$ cat src/rtl/rpn_stack_engine.sv
// rtl/rpn_stack_engine.sv - RPN command engine driving an external 32-bit LIFO
// Pops operands, computes, pushes results; tracks occupancy to flag under/overflow.
module rpn_stack_engine #(
  parameter int DEPTH = 32
) (
  input  logic        clk,
  input  logic        rst,
  input  logic        in_valid,
  output logic        in_ready,
  input  logic [2:0]  in_op,
  input  logic [31:0] in_data,
  output logic        stk_push,
  output logic        stk_pop,
  output logic [31:0] stk_data,
  input  logic [31:0] stk_out,
  output logic        res_valid,
  output logic [31:0] res_data,
  output logic        err,
  output logic        err_code,
  output logic [5:0]  depth
);

  localparam logic [2:0] OP_PUSH   = 3'd0;
  localparam logic [2:0] OP_ADD    = 3'd1;
  localparam logic [2:0] OP_SUB    = 3'd2;
  localparam logic [2:0] OP_AND    = 3'd3;
  localparam logic [2:0] OP_OR     = 3'd4;
  localparam logic [2:0] OP_XOR    = 3'd5;
  localparam logic [2:0] OP_DUP    = 3'd6;
  localparam logic [2:0] OP_POPOUT = 3'd7;

  localparam logic [5:0] FULL = 6'(DEPTH);

  typedef enum logic [2:0] {
    IDLE  = 3'd0,
    POP1  = 3'd1,
    POP2  = 3'd2,
    CAP   = 3'd3,
    PUSH1 = 3'd4,
    PUSH2 = 3'd5,
    OUT   = 3'd6,
    ERR   = 3'd7
  } state_t;

  state_t      state_q, state_d;
  logic [2:0]  op_q, op_d;
  logic [31:0] b_q, b_d;
  logic [31:0] r_q, r_d;
  logic [31:0] res_q, res_d;
  logic        err_code_q, err_code_d;
  logic [5:0]  depth_q, depth_d;

  function automatic logic [31:0] alu(input logic [2:0] op,
                                      input logic [31:0] a,
                                      input logic [31:0] b);
    logic [31:0] y;
    y = 32'd0;
    case (op)
      OP_ADD:  y = a + b;
      OP_SUB:  y = a - b;
      OP_AND:  y = a & b;
      OP_OR:   y = a | b;
      OP_XOR:  y = a ^ b;
      default: y = 32'd0;
    endcase
    return y;
  endfunction

  function automatic logic is_binary(input logic [2:0] op);
    return (op >= OP_ADD) && (op <= OP_XOR);
  endfunction

  always_comb begin
    state_d    = state_q;
    op_d       = op_q;
    b_d        = b_q;
    r_d        = r_q;
    res_d      = res_q;
    err_code_d = err_code_q;
    in_ready   = 1'b0;
    stk_push   = 1'b0;
    stk_pop    = 1'b0;
    stk_data   = 32'd0;
    res_valid  = 1'b0;
    err        = 1'b0;

    case (state_q)
      IDLE: begin
        in_ready = 1'b1;
        if (in_valid) begin
          op_d = in_op;
          // Legality is judged once, against the occupancy seen at accept.
          case (in_op)
            OP_PUSH: begin
              if (depth_q == FULL) begin
                err_code_d = 1'b1;
                state_d    = ERR;
              end else begin
                r_d     = in_data;
                state_d = PUSH1;
              end
            end
            OP_DUP: begin
              if (depth_q == 6'd0) begin
                err_code_d = 1'b0;
                state_d    = ERR;
              end else if (depth_q == FULL) begin
                err_code_d = 1'b1;
                state_d    = ERR;
              end else begin
                state_d = POP1;
              end
            end
            OP_POPOUT: begin
              if (depth_q == 6'd0) begin
                err_code_d = 1'b0;
                state_d    = ERR;
              end else begin
                state_d = POP1;
              end
            end
            default: begin
              if (depth_q < 6'd2) begin
                err_code_d = 1'b0;
                state_d    = ERR;
              end else begin
                state_d = POP1;
              end
            end
          endcase
        end
      end
      POP1: begin
        stk_pop = 1'b1;
        state_d = is_binary(op_q) ? POP2 : CAP;
      end
      POP2: begin
        stk_pop = 1'b1;
        b_d     = stk_out;
        state_d = CAP;
      end
      CAP: begin
        if (op_q == OP_POPOUT) begin
          res_d   = stk_out;
          state_d = OUT;
        end else if (op_q == OP_DUP) begin
          r_d     = stk_out;
          state_d = PUSH1;
        end else begin
          // stk_out holds the deeper operand a; b was captured a cycle earlier.
          r_d     = alu(op_q, stk_out, b_q);
          state_d = PUSH1;
        end
      end
      PUSH1: begin
        stk_push = 1'b1;
        stk_data = r_q;
        state_d  = (op_q == OP_DUP) ? PUSH2 : IDLE;
      end
      PUSH2: begin
        stk_push = 1'b1;
        stk_data = r_q;
        state_d  = IDLE;
      end
      OUT: begin
        res_valid = 1'b1;
        state_d   = IDLE;
      end
      ERR: begin
        err     = 1'b1;
        state_d = IDLE;
      end
      default: state_d = IDLE;
    endcase
  end

  always_comb begin
    depth_d = depth_q;
    if (stk_push) begin
      depth_d = depth_q + 6'd1;
    end else if (stk_pop) begin
      depth_d = depth_q - 6'd1;
    end
  end

  always_ff @(posedge clk) begin
    if (rst) begin
      state_q    <= IDLE;
      op_q       <= OP_PUSH;
      b_q        <= 32'd0;
      r_q        <= 32'd0;
      res_q      <= 32'd0;
      err_code_q <= 1'b0;
      depth_q    <= 6'd0;
    end else begin
      state_q    <= state_d;
      op_q       <= op_d;
      b_q        <= b_d;
      r_q        <= r_d;
      res_q      <= res_d;
      err_code_q <= err_code_d;
      depth_q    <= depth_d;
    end
  end

  assign res_data = res_q;
  assign err_code = err_code_q;
  assign depth    = depth_q;

endmodule

$ cat config.mk
export PLATFORM = sky130hd
export DESIGN_NAME = rpn_stack_engine
export DESIGN_NICKNAME = d
export VERILOG_FILES = /design/src/rtl/rpn_stack_engine.sv
export SDC_FILE = /design/constraint.sdc
export NUM_CORES = 1
export LEC_CHECK = 0
export ABC_AREA = 1
export CAP_MARGIN = 20
export CORE_ASPECT_RATIO = 2
export CORE_MARGIN = 2
export CORE_UTILIZATION = 30
export DETAILED_ROUTE_END_ITERATION = 7
export PLACE_DENSITY = 0.55
export REMOVE_ABC_BUFFERS = 1
export SYNTH_ARGS = -nofsm -noshare
export SYNTH_HDL_FRONTEND = slang
export SYNTH_SLANG_ARGS = --single-unit
export TNS_END_PERCENT = 1
$ cat constraint.sdc
create_clock -name clk -period 3.4 [get_ports clk]
set_clock_uncertainty 0.15 [all_clocks]
set_input_delay 0.68 -clock clk [delete_from_list [all_inputs] [get_ports clk]]
set_output_delay 0.68 -clock clk [all_outputs]
set_load 0.05 [all_outputs]
==> metrics.yaml, run 1 <==
status: "complete, no violations"
hp-start: "r_q[22]"
nNetsFinal: 1889
endpoint_kind: "register"
post-route-period-util_pct: 99.12
synthArstFlopShare_pct: 0
final.min_clock_period_ps: 3370
initial_core_util_pct: 30.43
cpMostUsedCell: "nand2_1"
grt_pass1_wl_um: 56320
track_usage_pct: 22.03
power_w: 0.01588
ys.warnings.count: 0
final_cells: 2146
synth_area_leaders: "dfxtp_1 23%, ha_1 13%, nand2_1 12%"
worstPathRequired_ps: 3520
avgSynthCellArea_sq_um: 6.320
rrSetupSlack_ps: 30
area_delta_synth_final_pct: 38.12
yosysMostFrequentCell: "nand2_1"
setup_slack_ps: 30.08
cts_tree: "done"
antenna_found_initial: 1
setup_viol: 0
grt-ovfl-total: 0
design.die.area_sq_mm: 0.03340
drc: 0
first_iter_violations: 447
synth_cell_types: 51
clock-sinks: 109
critPathLaunchType: "register"
yosys.area.top_type: "dfxtp_1"
cap_violations: 0
fmax_mhz: 296.7
ys_top_cells_by_count: "304 x nand2_1, 233 x inv_1, 169 x nor2_1"
hold_violations: 0
dp.final_hpwl_um: 27870
cts_root_buffer: "clkbuf_16"
path_max_fanout: 4
port_buffers: 145
avgRoutedWirePerCell_um: 17.02
synth-seq-cells: 109
rsz0062_at_grt: "true"
drt_first_pass_iters: 7
power_density_mw_per_mm2: 1203
grt_max_degree: 93
irDropWorstVdd_mv: 0.4294
utilization_pct: 42.03
netlist.area_leader.share_pct: 22.82
slowest_delay_ps: 330
htreeDepth: 3
drive_gt1_share_pct: 17.42
synth-edff-count: 0
path_class: "reg2reg"
synthCells: 1513
reg2reg_depth: 25
synth_flop_cell: "dfxtp_1"
totalWireLength_um: 36520
routabilityCongestion: 0.9310
cts_hold_repair.buffers: 0
hold_class: "reg2reg"
clk_pin_slew_ps: 90
die_h_um: 256.5
pre_cts_ws_ps: -258.3
syn-cell-area_sq_mm: 0.009562
p_leak_nw: 6.151
slew_viol_final: 0
clock_path_buffers: 2
first_global_vias: 10339
cp.arrival_ps: 3490
ant_nets: 0
relSlewSlack_pct: 39.49
worstReg2RegEnd: "r_q[28]"
fin_setup_tns_ps: 0
die_x_um: 130.2
tightestPinTransition_ps: 904.4
r2r_start: "b_q[1]"
placed_cells: 2122
clock_latency_ps: 400
cts_buffers: 9
fp-row-count: 92
vias: 10378
routed_via_density: 4.836
io_pins: 146
core_area_sq_mm: 0.03143
cp_slowest_cell: "dfxtp_2"
whs_path_depth: 2
hold-path-endpoint: "r_q[22]"
ys_seq_area_share_pct: 22.82
-- through the flow --
step,hold slack [ps],area (sq um)
2_1_floorplan,289.3,9281
3_3_place_gp,305.8,12410
3_5_place_dp,310.1,12410
4_1_cts,322.8,12870
5_1_grt,344.6,13210
6_report,319.2,13210
-- per-layer routing --
| layer | GRT usage (%) | part of all wire [%] |
|---|---|---|
| met1 | 23.93 | 39 |
| met2 | 41.86 | 55 |
| met3 | 2.545 | 3.0 |
| met4 | 9.020 | 3.2 |
| met5 | 0 | 0 |
-- worst max-delay path: cells and delay by family, from the launching register on --
family / cells / cell delay, ps
xor gates and xnor gates: 1 / 170
and+or+nand+nor: 13 / 1170
buffers and inverters: 5 / 550
adders and majority gates: 2 / 450
AOI/OAI and AO/OA: 4 / 420
DFF: 1 / 330
-- cell type report --
type	instances	area (sq um)
inverters	247	932.1
clock buffers	9	225.2
well taps	423	529.3
diodes	1	2.502
clock inverters	7	100.1
multi-input cells	1098	6579
flip-flops and latches	109	2185
fillers	3333	18220
repair buffers	252	2654
-- sequential cells by signal, summed over array words and instances, names as in the netlist --
signal	count
r_q	32
res_data	32
err_code	1
depth	6
b_q	32
op_q	3
state_q	3
-- what timing repair did --
action                                  in CTS  in global routing
cloned                                       0                  0
pin swaps                                    7                 33
endpoints found under the setup margin      15                 22
setup buffers                                4                  4
resized for setup                           29                 92
-- how the worst max path moves through the flow --
stage                     depth (start not counted)  slack [ps]  startpoint      end
final                                            25          30      b_q[1]  r_q[28]
after global routing                             25        -180      b_q[1]  r_q[27]
after CTS                                        24         -30      b_q[0]  r_q[23]
after detailed placement                         25        -260      b_q[0]  r_q[27]
after global placement                           24        -190      b_q[0]  r_q[27]
after floorplan                                   4       -1390  state_q[1]  stk_pop
-- cell usage in the layout (no fill, tap or decap), drive strengths merged --
master / netlist / layout
a31oi: 3 / 3
a21oi: 144 / 144
nand3b: 14 / 14
and2: 2 / 2
nand4: 10 / 10
inv: 244 / 249
a21o: 2 / 2
clkdlybuf4s50: 0 / 112
xor2: 31 / 31
o211ai: 2 / 2
xnor2: 3 / 3
fa: 2 / 2
diode: 0 / 1
bufinv: 0 / 1
o22ai: 2 / 2
nor3b: 1 / 1
or2: 10 / 10
a211oi: 2 / 2
nor4: 3 / 3
buf: 31 / 140
nor2: 174 / 174
a22oi: 1 / 1
a221oi: 28 / 28
dfxtp: 109 / 109
clkbuf: 28 / 9
ha: 100 / 100
o21a: 2 / 2
nand2: 314 / 314
o2111ai: 7 / 7
o21ai: 146 / 146
o21bai: 5 / 5
nand3: 71 / 71
o31ai: 2 / 2
nor3: 17 / 17
clkinv: 3 / 4
-- report_power, final --
group,leakage [nW],total [W],switching [W],internal [W]
combinational,5.10,0.0127,0.00772,0.00500
clock,0.158,0.00120,0.000601,0.000599
sequential,0.890,0.00196,0.000318,0.00164
-- cell families (layout without fill, tap and decap cells) --
kind of cell    count (synthesis)  in the layout  share of synthesized area (%)
xor+xnor                       34             34                          3.114
flops                         109            109                          22.82
compound gates                346            346                          20.34
buf+inv                       306            515                          12.65
other cells                     0              1                              0
fa+ha+maj                     102            102                          13.50
simple gates                  616            616                          27.57
Power figures use the tool's default switching activity.
==> run 2, diff against run 1 <==
- CAP_MARGIN: 20 -> not set
- REMOVE_ABC_BUFFERS: 1 -> not set
==> run 2 against run 1 <==
Net effect: sequential cell count stayed put; global-route usage is 3.7 points higher; critical path depth is 1 lower; routed wire length is 16% higher; first-iteration DRC count is 18% higher; cell area is 2.4% higher; via count is 5.0% higher; power is 1.3% higher.
==> metrics.yaml, run 2 (synthesis results as in run 1) <==
cts_tree: "done"
tightestPinTransition_ps: 946.4
path_class: "reg2reg"
slowest_delay_ps: 340
irDropWorstVdd_mv: 0.4912
diodes: 0
clock_path_buffers: 2
cap_violations: 0
setup_viol: 0
path_cells: "inv_2 -> ha_4 -> inv_2 -> nor2_4 -> nand3_2 -> nor3_4 -> nand2_2 -> nand2_4 -> o21ai_4 -> xor2_1 -> ha_1 -> buf_4 -> nand2_2 -> nor2_1 -> nor2_1 -> nand2_1 -> buf_4 -> inv_1 -> nand2_1 -> nand2_1 -> nand3_2 -> nand3_2 -> o21ai_0 -> a21oi_1"
design.die.area_sq_mm: 0.03340
grt-ovfl-total: 0
cts_root_buffer: "clkbuf_16"
die_h_um: 256.5
area_delta_synth_final_pct: 41.42
final_common_cell: "nand2_1"
synth.net_count: 1685
reg2reg_depth: 24
endpoint_kind: "register"
rrSetupSlack_ps: 70
crit_path_start: "b_q[1]"
drt_first_pass_iters: 8
cp_slowest_cell: "ha_1"
fmax_mhz: 300.4
cp.arrival_ps: 3500
relSlewSlack_pct: 36.90
rsz0062_at_grt: "true"
avgRoutedWirePerCell_um: 19.35
nNetsFinal: 1931
drc: 0
first_global_vias: 11194
vias: 10899
cts_buffers: 9
grt_max_degree: 81
dp.final_hpwl_um: 33570
clock_latency_ps: 390
routed_via_density: 4.984
initial_core_util_pct: 30.43
track_usage_pct: 25.69
worstReg2RegEnd: "r_q[20]"
totalWireLength_um: 42310
final.min_clock_period_ps: 3329
status: "complete, no violations"
critPathLaunchType: "register"
cts_hold_repair.buffers: 0
p_leak_nw: 6.325
crit_path_end: "r_q[20]"
drive_gt1_share_pct: 19.05
grt_pass1_wl_um: 63040
path_max_fanout: 4
power_density_mw_per_mm2: 1189
layout_common_cells: "278 x nand2_1, 227 x inv_1, 155 x nor2_1"
hold_class: "reg2reg"
io_pins: 146
port_buffers: 145
core_area_sq_mm: 0.03143
die_x_um: 130.2
clk_pin_slew_ps: 90
r2r_start: "b_q[1]"
power_w: 0.01608
antenna_found_initial: 0
slew_viol_final: 0
htreeDepth: 3
worstPathRequired_ps: 3570
post-route-period-util_pct: 97.92
clock-sinks: 109
routabilityCongestion: 0.9489
hold_violations: 0
utilization_pct: 43.03
first_iter_violations: 526
ant_nets: 0
fp-row-count: 92
## run 2: worst max-delay path, delay by kind of cell (launching register included)
family	cells	cell delay [ps]
and+or+nand+nor	13	1400
buffers and inverters	5	480
adders and majority gates	2	470
DFF	1	330
AOI/OAI and AO/OA	3	280
xor gates and xnor gates	1	150
## run 2: how the worst min path moves through the flow
| stage | startpoint | to | cells after the start |
|---|---|---|---|
| after global placement | r_q[25] | r_q[25] | 2 |
| final | r_q[24] | r_q[24] | 2 |
| after CTS | r_q[21] | r_q[21] | 2 |
| after floorplan | r_q[22] | r_q[22] | 2 |
| after detailed placement | r_q[31] | r_q[31] | 2 |
| after global routing | r_q[23] | r_q[23] | 2 |
## run 2: cell type report
class | count | area [sq um]
Fill cell | 3336 | 17900
Multi-Input combinational cell | 1098 | 6605
Clock buffer | 11 | 232.7
Tap cell | 423 | 529.3
Timing Repair Buffer | 294 | 2989
Sequential cell | 109 | 2193
Inverter | 247 | 929.6
Clock inverter | 5 | 42.54
## run 2: per-stage QoR
| step | cell area (sq um) | setup TNS (ps) | instances | worst slack, ps | hold WS, ps |
|---|---|---|---|---|---|
| global route | 13520 | -1793 | 2187 | -149.2 | 333.8 |
| global placement | 12720 | -625.8 | 2160 | -122.6 | 305.1 |
| CTS | 13190 | 0 | 2183 | 7.203 | 321.0 |
| finish | 13520 | 0 | 2187 | 70.60 | 320.5 |
| detailed placement | 12720 | -901.0 | 2160 | -144.8 | 308.9 |
| floorplan | 9562 | 0 | 1513 | 24.71 | 293.5 |
## run 2: power breakdown
group	total [W]	internal, W	switching (W)	leakage [nW]
Sequential	0.00198	0.00165	0.000332	0.892
Combinational	0.0130	0.00535	0.00768	5.30
Clock	0.00108	0.000509	0.000568	0.131
## run 2: repair_timing
| action | 4_1_cts | 5_1_grt |
|---|---|---|
| endpoints found under the setup margin | 11 | 25 |
| buffers inserted | 7 | 4 |
| hold endpoints to repair | 0 | 0 |
| pin swaps | 13 | 38 |
| gates cloned | 0 | 0 |
| gates resized for setup | 44 | 72 |
## run 2: per-layer routing
metal	track usage [%]	part of all wire, %	routed length, um
met1	22.04	31	13280
met2	49.26	55	23390
met3	2.942	3.0	1252
met4	23.30	10	4389
met5	0	0	0
